### src/rtl/mem_stage.sv
`default_nettype none
// +----------------------------------------------------------------------------+
// | Module   : mem_stage                                                       |
// | Function : EX/MEM pipeline register and data-memory access stage            |
// | Revision : 1.0                                                             |
// +----------------------------------------------------------------------------+
module mem_stage #(
  parameter int TIMEOUT = 16,
  parameter int CNT_W   = 5
) (
  input  logic        clk,
  input  logic        reset,
  input  logic        dMemWr,
  input  logic        dMemToReg,
  input  logic        dRegWrite,
  input  logic        dJal,
  input  logic        dLoadext,
  input  logic [1:0]  dDsize,
  input  logic [31:0] dALUout,
  input  logic [31:0] dBusB,
  input  logic [4:0]  dRw,
  input  logic [31:0] dDelayslot2,
  input  logic        memReady,
  input  logic [31:0] memRdata,
  output logic        memReq,
  output logic        memWe,
  output logic [31:0] memAddr,
  output logic [31:0] memWdata,
  output logic [3:0]  memBe,
  output logic        stall,
  output logic        buserr,
  output logic        RegWr,
  output logic        MemToReg,
  output logic        Jal,
  output logic [4:0]  Rw,
  output logic [31:0] ALUresult,
  output logic [31:0] MemData,
  output logic [31:0] Delayslot2
);

  typedef enum logic [1:0] {
    S_IDLE  = 2'd0,
    S_WAIT  = 2'd1,
    S_ABORT = 2'd2
  } state_t;

  localparam logic [CNT_W-1:0] c_TIMEOUT = CNT_W'(TIMEOUT);

  state_t           r_state, w_stateNext;
  logic [CNT_W-1:0] r_count, w_countNext;

  logic        r_memWr, r_memToReg, r_regWrite, r_jal, r_loadext;
  logic [1:0]  r_dsize;
  logic [31:0] r_aluOut, r_busB, r_delayslot2;
  logic [4:0]  r_rw;

  logic        w_memop;
  logic        w_stall;
  logic [7:0]  w_byte;
  logic [15:0] w_half;
  logic [31:0] w_loadData;

  always_ff @(posedge clk) begin
    if (reset) begin
      r_memWr      <= 1'b0;
      r_memToReg   <= 1'b0;
      r_regWrite   <= 1'b0;
      r_jal        <= 1'b0;
      r_loadext    <= 1'b0;
      r_dsize      <= 2'b00;
      r_aluOut     <= 32'h0;
      r_busB       <= 32'h0;
      r_rw         <= 5'd0;
      r_delayslot2 <= 32'h0;
    end else if (!w_stall) begin
      r_memWr      <= dMemWr;
      r_memToReg   <= dMemToReg;
      r_regWrite   <= dRegWrite;
      r_jal        <= dJal;
      r_loadext    <= dLoadext;
      r_dsize      <= dDsize;
      r_aluOut     <= dALUout;
      r_busB       <= dBusB;
      r_rw         <= dRw;
      r_delayslot2 <= dDelayslot2;
    end
  end

  always_ff @(posedge clk) begin
    if (reset) begin
      r_state <= S_IDLE;
      r_count <= '0;
    end else begin
      r_state <= w_stateNext;
      r_count <= w_countNext;
    end
  end

  assign w_memop = r_memWr | r_memToReg;

  always_comb begin
    w_stateNext = r_state;
    w_countNext = r_count;
    w_stall     = 1'b0;
    memReq      = 1'b0;
    memWe       = 1'b0;
    buserr      = 1'b0;
    case (r_state)
      S_IDLE: begin
        memReq = w_memop;
        memWe  = r_memWr;
        if (w_memop && !memReady) begin
          w_stall     = 1'b1;
          w_countNext = CNT_W'(1);
          w_stateNext = S_WAIT;
        end
      end
      S_WAIT: begin
        memReq = 1'b1;
        memWe  = r_memWr;
        if (memReady) begin
          w_countNext = '0;
          w_stateNext = S_IDLE;
        end else begin
          w_stall = 1'b1;
          if (r_count == c_TIMEOUT) w_stateNext = S_ABORT;
          else                      w_countNext = r_count + CNT_W'(1);
        end
      end
      S_ABORT: begin
        // Aborted instruction leaves the stage with no write-back.
        buserr      = 1'b1;
        w_countNext = '0;
        w_stateNext = S_IDLE;
      end
      default: w_stateNext = S_IDLE;
    endcase
  end

  // Big-endian lanes: address offset 0 is bits 31:24.
  always_comb begin
    w_byte = memRdata[31:24];
    case (r_aluOut[1:0])
      2'd0:    w_byte = memRdata[31:24];
      2'd1:    w_byte = memRdata[23:16];
      2'd2:    w_byte = memRdata[15:8];
      default: w_byte = memRdata[7:0];
    endcase
    w_half = r_aluOut[1] ? memRdata[15:0] : memRdata[31:16];

    case (r_dsize)
      2'b10: begin
        memBe      = 4'b1000 >> r_aluOut[1:0];
        memWdata   = {4{r_busB[7:0]}};
        w_loadData = {{24{r_loadext & w_byte[7]}}, w_byte};
      end
      2'b01: begin
        memBe      = r_aluOut[1] ? 4'b0011 : 4'b1100;
        memWdata   = {2{r_busB[15:0]}};
        w_loadData = {{16{r_loadext & w_half[15]}}, w_half};
      end
      default: begin
        memBe      = 4'b1111;
        memWdata   = r_busB;
        w_loadData = memRdata;
      end
    endcase
    if (!w_memop) memBe = 4'b0000;
  end

  assign MemData    = r_memToReg ? w_loadData : 32'h0;
  assign memAddr    = {r_aluOut[31:2], 2'b00};
  assign stall      = w_stall;
  assign RegWr      = r_regWrite & ~w_stall & (r_state != S_ABORT);
  assign MemToReg   = r_memToReg;
  assign Jal        = r_jal;
  assign Rw         = r_rw;
  assign ALUresult  = r_aluOut;
  assign Delayslot2 = r_delayslot2;

endmodule
`default_nettype wire

### config.mk
export PLATFORM = sky130hd
export DESIGN_NAME = mem_stage
export DESIGN_NICKNAME = d
export VERILOG_FILES = /design/src/rtl/mem_stage.sv
export SDC_FILE = /design/constraint.sdc
export NUM_CORES = 1
export LEC_CHECK = 0
export ABC_AREA = 0
export CORE_ASPECT_RATIO = 0.8
export CORE_MARGIN = 4
export CORE_UTILIZATION = 42
export CTS_BUF_LIST = sky130_fd_sc_hd__clkbuf_16
export CTS_CLUSTER_DIAMETER = 60
export DETAILED_ROUTE_END_ITERATION = 8
export GPL_TIMING_DRIVEN = 0
export HOLD_SLACK_MARGIN = 0.12
export PLACE_DENSITY = 0.95
export SLEW_MARGIN = 20
export SYNTH_ARGS = -nofsm -noshare
export SYNTH_HDL_FRONTEND = slang
export SYNTH_SLANG_ARGS = --single-unit
### constraint.sdc
create_clock -name clk -period 4.96 [get_ports clk]
set_input_delay 0.496 -clock clk [delete_from_list [all_inputs] [get_ports clk]]
set_output_delay 0.496 -clock clk [all_outputs]
set_load 0.01 [all_outputs]
==> results.ini, run 1 <==
[setup_path]
required_ns=4.46
cpLargestDelayFamily=buffers and inverters
crit_path_end_kind=output port
timing.critical_path.fanout_max=10
critical_path_cell_list=inv_1, ha_1, buf_2, nor2b_1, clkbuf_1, nand3_1, a21boi_0, clkdlybuf4s50_1
critical_path_buffer_and_inverter_count=4
worst_setup_path_start_kind=flip-flop
worst_ep_arrival_time_ns=3.35
crit_slowest_cell=sky130_fd_sc_hd__clkdlybuf4s50_1
critical_path.max_stage_delay_ns=0.62
setup.worst_path.class=flip-flop to output port

[synth]
synth.ff_latch_count=115
syn_area_sq_mm=0.00569
yosysSeqAreaShare_pct=40.5
synth_top_area_cell=sky130_fd_sc_hd__dfxtp_1
synth_top_family_by_area=simple AND/OR/NAND/NOR gates
synth_enable_flop_cells=0
synth_simple_gate_area_share_pct=22.1
post_synth_num_cell_types=43
synth-main-ff-cell=sky130_fd_sc_hd__dfxtp_1
synthCells=765
netlist_top_cells_area=sky130_fd_sc_hd__dfxtp_1, sky130_fd_sc_hd__nand2_1, sky130_fd_sc_hd__a21oi_1
synthesis.area_per_instance_sq_um=7.44
post_synth_mux_area_share_pct=2.20
yosys.area_share.adder_pct=1.76
post_synth_xor_area_fraction_pct=0
ys_async_sr_fraction_pct=0
synth_top_area_share_pct=40.5
synthesis.yosys.warnings=0
synth_area_in_compound_gates_pct=21.8

[clock_network]
clock_insertion_delay_worst_skew_ns=0.41
cts_buffers=17
clock_transition_at_the_registers_of_the_reported_paths_ns=0.06
cts.root.buffer_cell=sky130_fd_sc_hd__clkbuf_16
clock_tree.buffer_depth=2
cts.repair_timing.setup_buffer_count=0
holdBufCountCts=0
cts_tree=yes
cts_h_tree_lvls=4
cts.sink_count=115
post_cts_gate_resize_count=0

[timing]
slew_headroom_pct=59.8
setup_viol=0
holdWs_ns=0.451
fmaxAchievable_mhz=260
timing.final.max_slew_violations=0
hold_viol=0
post-route-period-util_pct=77.5
clock-skew-final_ns=0.00821
rsz0062_at_grt=false
tns_ns=0
final_period_minus_worst_setup_slack_ns=3.84
worst-slew-pin-transition_ns=0.603

[routing]
drt_pass1_iterations=5
drt-vias-per-instance=5.20
drt_total_wl_um=23600
final_antenna_net_count=0
drt-initial-drc-count=465
post-route-drc-count=0
post_drt_wl_per_cell_um=18.3
routed-via-count=6705

[pwr]
pwrdens_mw_per_mm2=359
power.switching_fraction_pct=32.0
net-switching-power_mw=1.11
cellLeakagePower_nw=3.92
finalPower_mw=3.47
ir_worst_vdd_mv=0.274
power.combinational.fraction_pct=33.2
power_frac_clock_pct=34.8
intPower_mw=2.36
sequentialPowerShare_pct=32.0

[global_route]
globalRouteTotalUtil_pct=28.9
vias_in_the_first_global_route=6822
grt_first_pass_wirelength_um=35900
grt_remaining_overflow=0
grt_antenna_before_repair=1
grt_start_max_net_pins=17

[final_layout]
ff_latch_area_sq_mm=0.00230
most-common-layout-cells=sky130_fd_sc_hd__clkdlybuf4s50_1, sky130_fd_sc_hd__nand2_1, sky130_fd_sc_hd__a21oi_1
layout-area-overhead-vs-synth_pct=69.5
net_total_in_the_final_layout=1251
drive_gt1_share_pct=8.89
final_util_pct=73.9
final.fill_count=959
layout.cells.most_common=sky130_fd_sc_hd__clkdlybuf4s50_1
footprint_of_the_multi_input_gates_sq_mm=0.00273

[outcome]
status=complete, no violations

[floorplan]
dieHeight_um=112
floorplan.core_area_sq_mm=0.0131
fp-row-count=37
die-area_sq_mm=0.0155
ios=319
die_x_um=138
start_util_pct=43.6

[job]
max_cap_violations=0

[min_path]
timing.hold.worst.class=flip-flop to flip-flop

[place]
routability_congestion_estimate=0.932
place.port_buffers=315
detailed_place_hpwl_um=18200

power by group through the flow:
| stage | logic, mW | registers [mW] | clock network (mW) |
|---|---|---|---|
| 6_report | 1.15 | 1.11 | 1.21 |
| 5_1_grt | 1.24 | 1.12 | 1.26 |
| 4_1_cts | 1.15 | 1.11 | 1.21 |
| 3_5_place_dp | 1.14 | 1.13 | 0 |
| 3_3_place_gp | 1.12 | 1.12 | 0 |
| 2_1_floorplan | 0.535 | 1.13 | 0 |
state kept, by name, summed over array words and instances, names as in the netlist:
signal	flops
r_dsize	2
Rw	5
r_loadext	1
Delayslot2	32
r_count	5
r_regWrite	1
Jal	1
r_busB	32
MemToReg	1
r_state	2
r_memWr	1
ALUresult	32
through the flow:
step	std cells	setup WS [ns]	cell area, sq um
after floorplan	766	2.69	5690
after global placement	1256	1.66	9070
after detailed placement	1256	1.58	9070
after CTS	1288	1.14	9650
after global routing	1289	0.915	9650
final	1289	1.12	9650
tightest hold or removal path: stages, from the launching register on:
cell and delay, ns:
sky130_fd_sc_hd__dfxtp_1 0.30, sky130_fd_sc_hd__nand2_1 0.05, sky130_fd_sc_hd__a21oi_1 0.05
cell usage after synthesis, drive strengths merged, types with 3 or more instances:
cell	count
nor2	15
a22oi	16
nand2	279
clkbuf	36
nor2b	5
a22o	24
buf	61
ha	8
o2bb2ai	7
nand2b	3
inv	11
nand3	4
mux2i	8
o21ai	20
a21boi	8
dfxtp	115
a21oi	119
final timing paths:
kind	from	end	slack, ns	cells after the start
hold / removal	Delayslot2[30]$_SDFFE_PP0N_	Delayslot2[30]$_SDFFE_PP0N_	0.45	2
hold reg to reg	Delayslot2[30]$_SDFFE_PP0N_	Delayslot2[30]$_SDFFE_PP0N_	0.45	2
setup reg to reg	r_state[0]$_SDFFE_PP0P_	Delayslot2[0]$_SDFFE_PP0N_	2.80	8
setup / recovery	r_dsize[0]$_SDFFE_PP0N_	MemData[15]	1.12	8
area by class of cell:
class | count | area share (%)
buffer | 97 | 6.39
clock inverter | 15 | 1.60
clock buffer | 17 | 4.41
antenna | 1 | 0.0259
multi-input combinational | 543 | 28.3
inverter | 11 | 0.428
timing repair buffer | 315 | 32.7
sequential | 115 | 23.9
tap | 175 | 2.27
cell families after synthesis:
logic type                 count (synthesis)
other                                      1
adders and majority gates                  8
and+or+nand+nor                          317
DFF                                      115
AOI/OAI and AO/OA                        205
muxes                                     11
buffers and inverters                    108
per-layer routing:
layer	track usage [%]	part of all wire [%]
met5	0	0
met2	52.5	50
met3	10.3	9.7
met4	13.0	3.7
met1	30.2	36
Note: power is estimated with default switching activity, not from simulation.
==> inputs of run 2 (changes only) <==
- CORE_UTILIZATION: 42 -> 35
- PLACE_DENSITY: 0.95 -> 0.87
- clock period: 4.96 -> 3.5 ns (I/O delays scaled with it)
==> run 2 against run 1 <==
Effect of this change: sequential power is 41% higher; setup slack worse by 0.95 ns; clock skew decreased by 0.00070 ns; sequential share of layout area decreased by 0.10 points; total power increased by 41%; global-route usage is 4.8 points lower; first-iteration DRC count fell by 28%; cell area up 0.44%; core utilization decreased by 13 points; combinational power rose by 42%.
==> results.ini, run 2 (synthesized netlist as in run 1, its figures left out) <==
[pwr]
cellLeakagePower_nw=3.92
ir_worst_vdd_mv=0.381
pwrdens_mw_per_mm2=503

[job]
max_cap_violations=0

[clock_network]
clock_insertion_delay_worst_skew_ns=0.42
clock_tree.buffer_depth=2
cts.sink_count=115
cts.root.buffer_cell=sky130_fd_sc_hd__clkbuf_16
clock_transition_at_the_registers_of_the_reported_paths_ns=0.06
cts.repair_timing.setup_buffer_count=0
cts_h_tree_lvls=4
post_cts_gate_resize_count=1
holdBufCountCts=0
cts_tree=yes
cts_buffers=17

[setup_path]
timing.critical_path.fanout_max=10
worst_setup_path_start_kind=flip-flop
worstReg2RegEnd=ALUresult[4]$_SDFFE_PP0N_
worst_ep_arrival_time_ns=2.98
worstReg2RegStart=r_state[0]$_SDFFE_PP0P_
worst-r2r-cell-count=8
required_ns=3.15
setup.reg_to_reg.worst_slack_ns=1.30
crit_path_end_kind=output port
setup.worst_path.class=flip-flop to output port

[routing]
routed-via-count=6555
post-route-drc-count=0
drt_pass1_iterations=5
final_antenna_net_count=0
drt-initial-drc-count=333
post_drt_wl_per_cell_um=17.3
drt-vias-per-instance=4.94
drt_total_wl_um=22900

[timing]
tns_ns=0
clock-skew-final_ns=0.00751
final_period_minus_worst_setup_slack_ns=3.33
fin_ws_ns=0.165
setup_viol=0
post-route-period-util_pct=95.3
fmaxAchievable_mhz=300
timing.final.max_slew_violations=0
hold_viol=0
worst-slew-pin-transition_ns=0.629
slew_headroom_pct=58.1
rsz0062_at_grt=false

[global_route]
grt_antenna_before_repair=0
vias_in_the_first_global_route=6496
grt_remaining_overflow=0
grt_start_max_net_pins=17
grt_first_pass_wirelength_um=34200
globalRouteTotalUtil_pct=24.2

[final_layout]
layout-area-overhead-vs-synth_pct=70.3
num_antenna_cells=0
post-route-cell-area_sq_mm=0.00969
most-common-layout-cells=sky130_fd_sc_hd__clkdlybuf4s50_1, sky130_fd_sc_hd__nand2_1, sky130_fd_sc_hd__a21oi_1
net_total_in_the_final_layout=1251
layout.cells.most_common=sky130_fd_sc_hd__clkdlybuf4s50_1
drive_gt1_share_pct=8.90

[floorplan]
ios=319
fp-row-count=41
die_x_um=151
dieHeight_um=122
die-area_sq_mm=0.0184
floorplan.core_area_sq_mm=0.0159
start_util_pct=35.9

[min_path]
timing.hold.worst.class=flip-flop to flip-flop
hold_depth=2
timing.hold.worst.start=Delayslot2[26]$_SDFFE_PP0N_
hold-path-endpoint=Delayslot2[26]$_SDFFE_PP0N_

[place]
detailed_place_hpwl_um=17500
routability_congestion_estimate=0.927
pre_cts_ws_ns=0.333
place.port_buffers=315
dpl-instance-area_sq_mm=0.00912

[outcome]
status=complete, no violations

## run 2: worst max-delay path by stage
stage / from / to / cells after the start
after floorplan: r_dsize[0]$_SDFFE_PP0N_ / MemData[15] / 7
after global placement: r_dsize[0]$_SDFFE_PP0N_ / MemData[15] / 8
after detailed placement: r_dsize[0]$_SDFFE_PP0N_ / MemData[15] / 8
after CTS: r_dsize[0]$_SDFFE_PP0N_ / MemData[15] / 8
after global routing: r_dsize[0]$_SDFFE_PP0N_ / MemData[13] / 8
final: r_dsize[0]$_SDFFE_PP0N_ / memWdata[30] / 6
## run 2: metal layers
metal	track usage (%)	wire [um]	vias to the layer above
met4	8.80	593	0
met1	26.2	8380	3021
met3	10.2	2650	39
li1	-	-	3172
met2	42.2	11300	323
met5	0	0	-
## run 2: critical path: stages (launching register included)
cell and delay (ns):
sky130_fd_sc_hd__dfxtp_1 0.42, sky130_fd_sc_hd__ha_1 0.27, sky130_fd_sc_hd__clkbuf_1 0.43, sky130_fd_sc_hd__clkbuf_1 0.42, sky130_fd_sc_hd__a22oi_1 0.16, sky130_fd_sc_hd__o21ai_0 0.24
sky130_fd_sc_hd__clkdlybuf4s50_1 0.62
## run 2: stage by stage
stage / util [%] / hold slack, ns / total power, mW / instances
CTS: 61.1 / 0.450 / 4.91 / 1327
global route: 61.1 / 0.467 / 5.12 / 1327
detailed placement: 57.5 / 0.445 / 3.21 / 1296
finish: 61.1 / 0.448 / 4.88 / 1327
global placement: 57.5 / 0.437 / 3.19 / 1296
floorplan: - / 0.427 / 2.36 / 766
## run 2: layout make-up
cell class | count | area (sq um)
fill | 1371 | 6160
buffer | 97 | 618
multi-input combinational | 543 | 2740
sequential | 115 | 2300
tap | 215 | 269
timing repair buffer | 315 | 3150
clock inverter | 14 | 140
clock buffer | 17 | 425
inverter | 11 | 41.3
## run 2: where the power goes
group	leakage (nW)	internal (mW)	total (mW)	switching (mW)
Sequential	0.953	1.45	1.57	0.117
Combinational	2.69	0.839	1.63	0.786
Clock	0.280	1.04	1.68	0.641
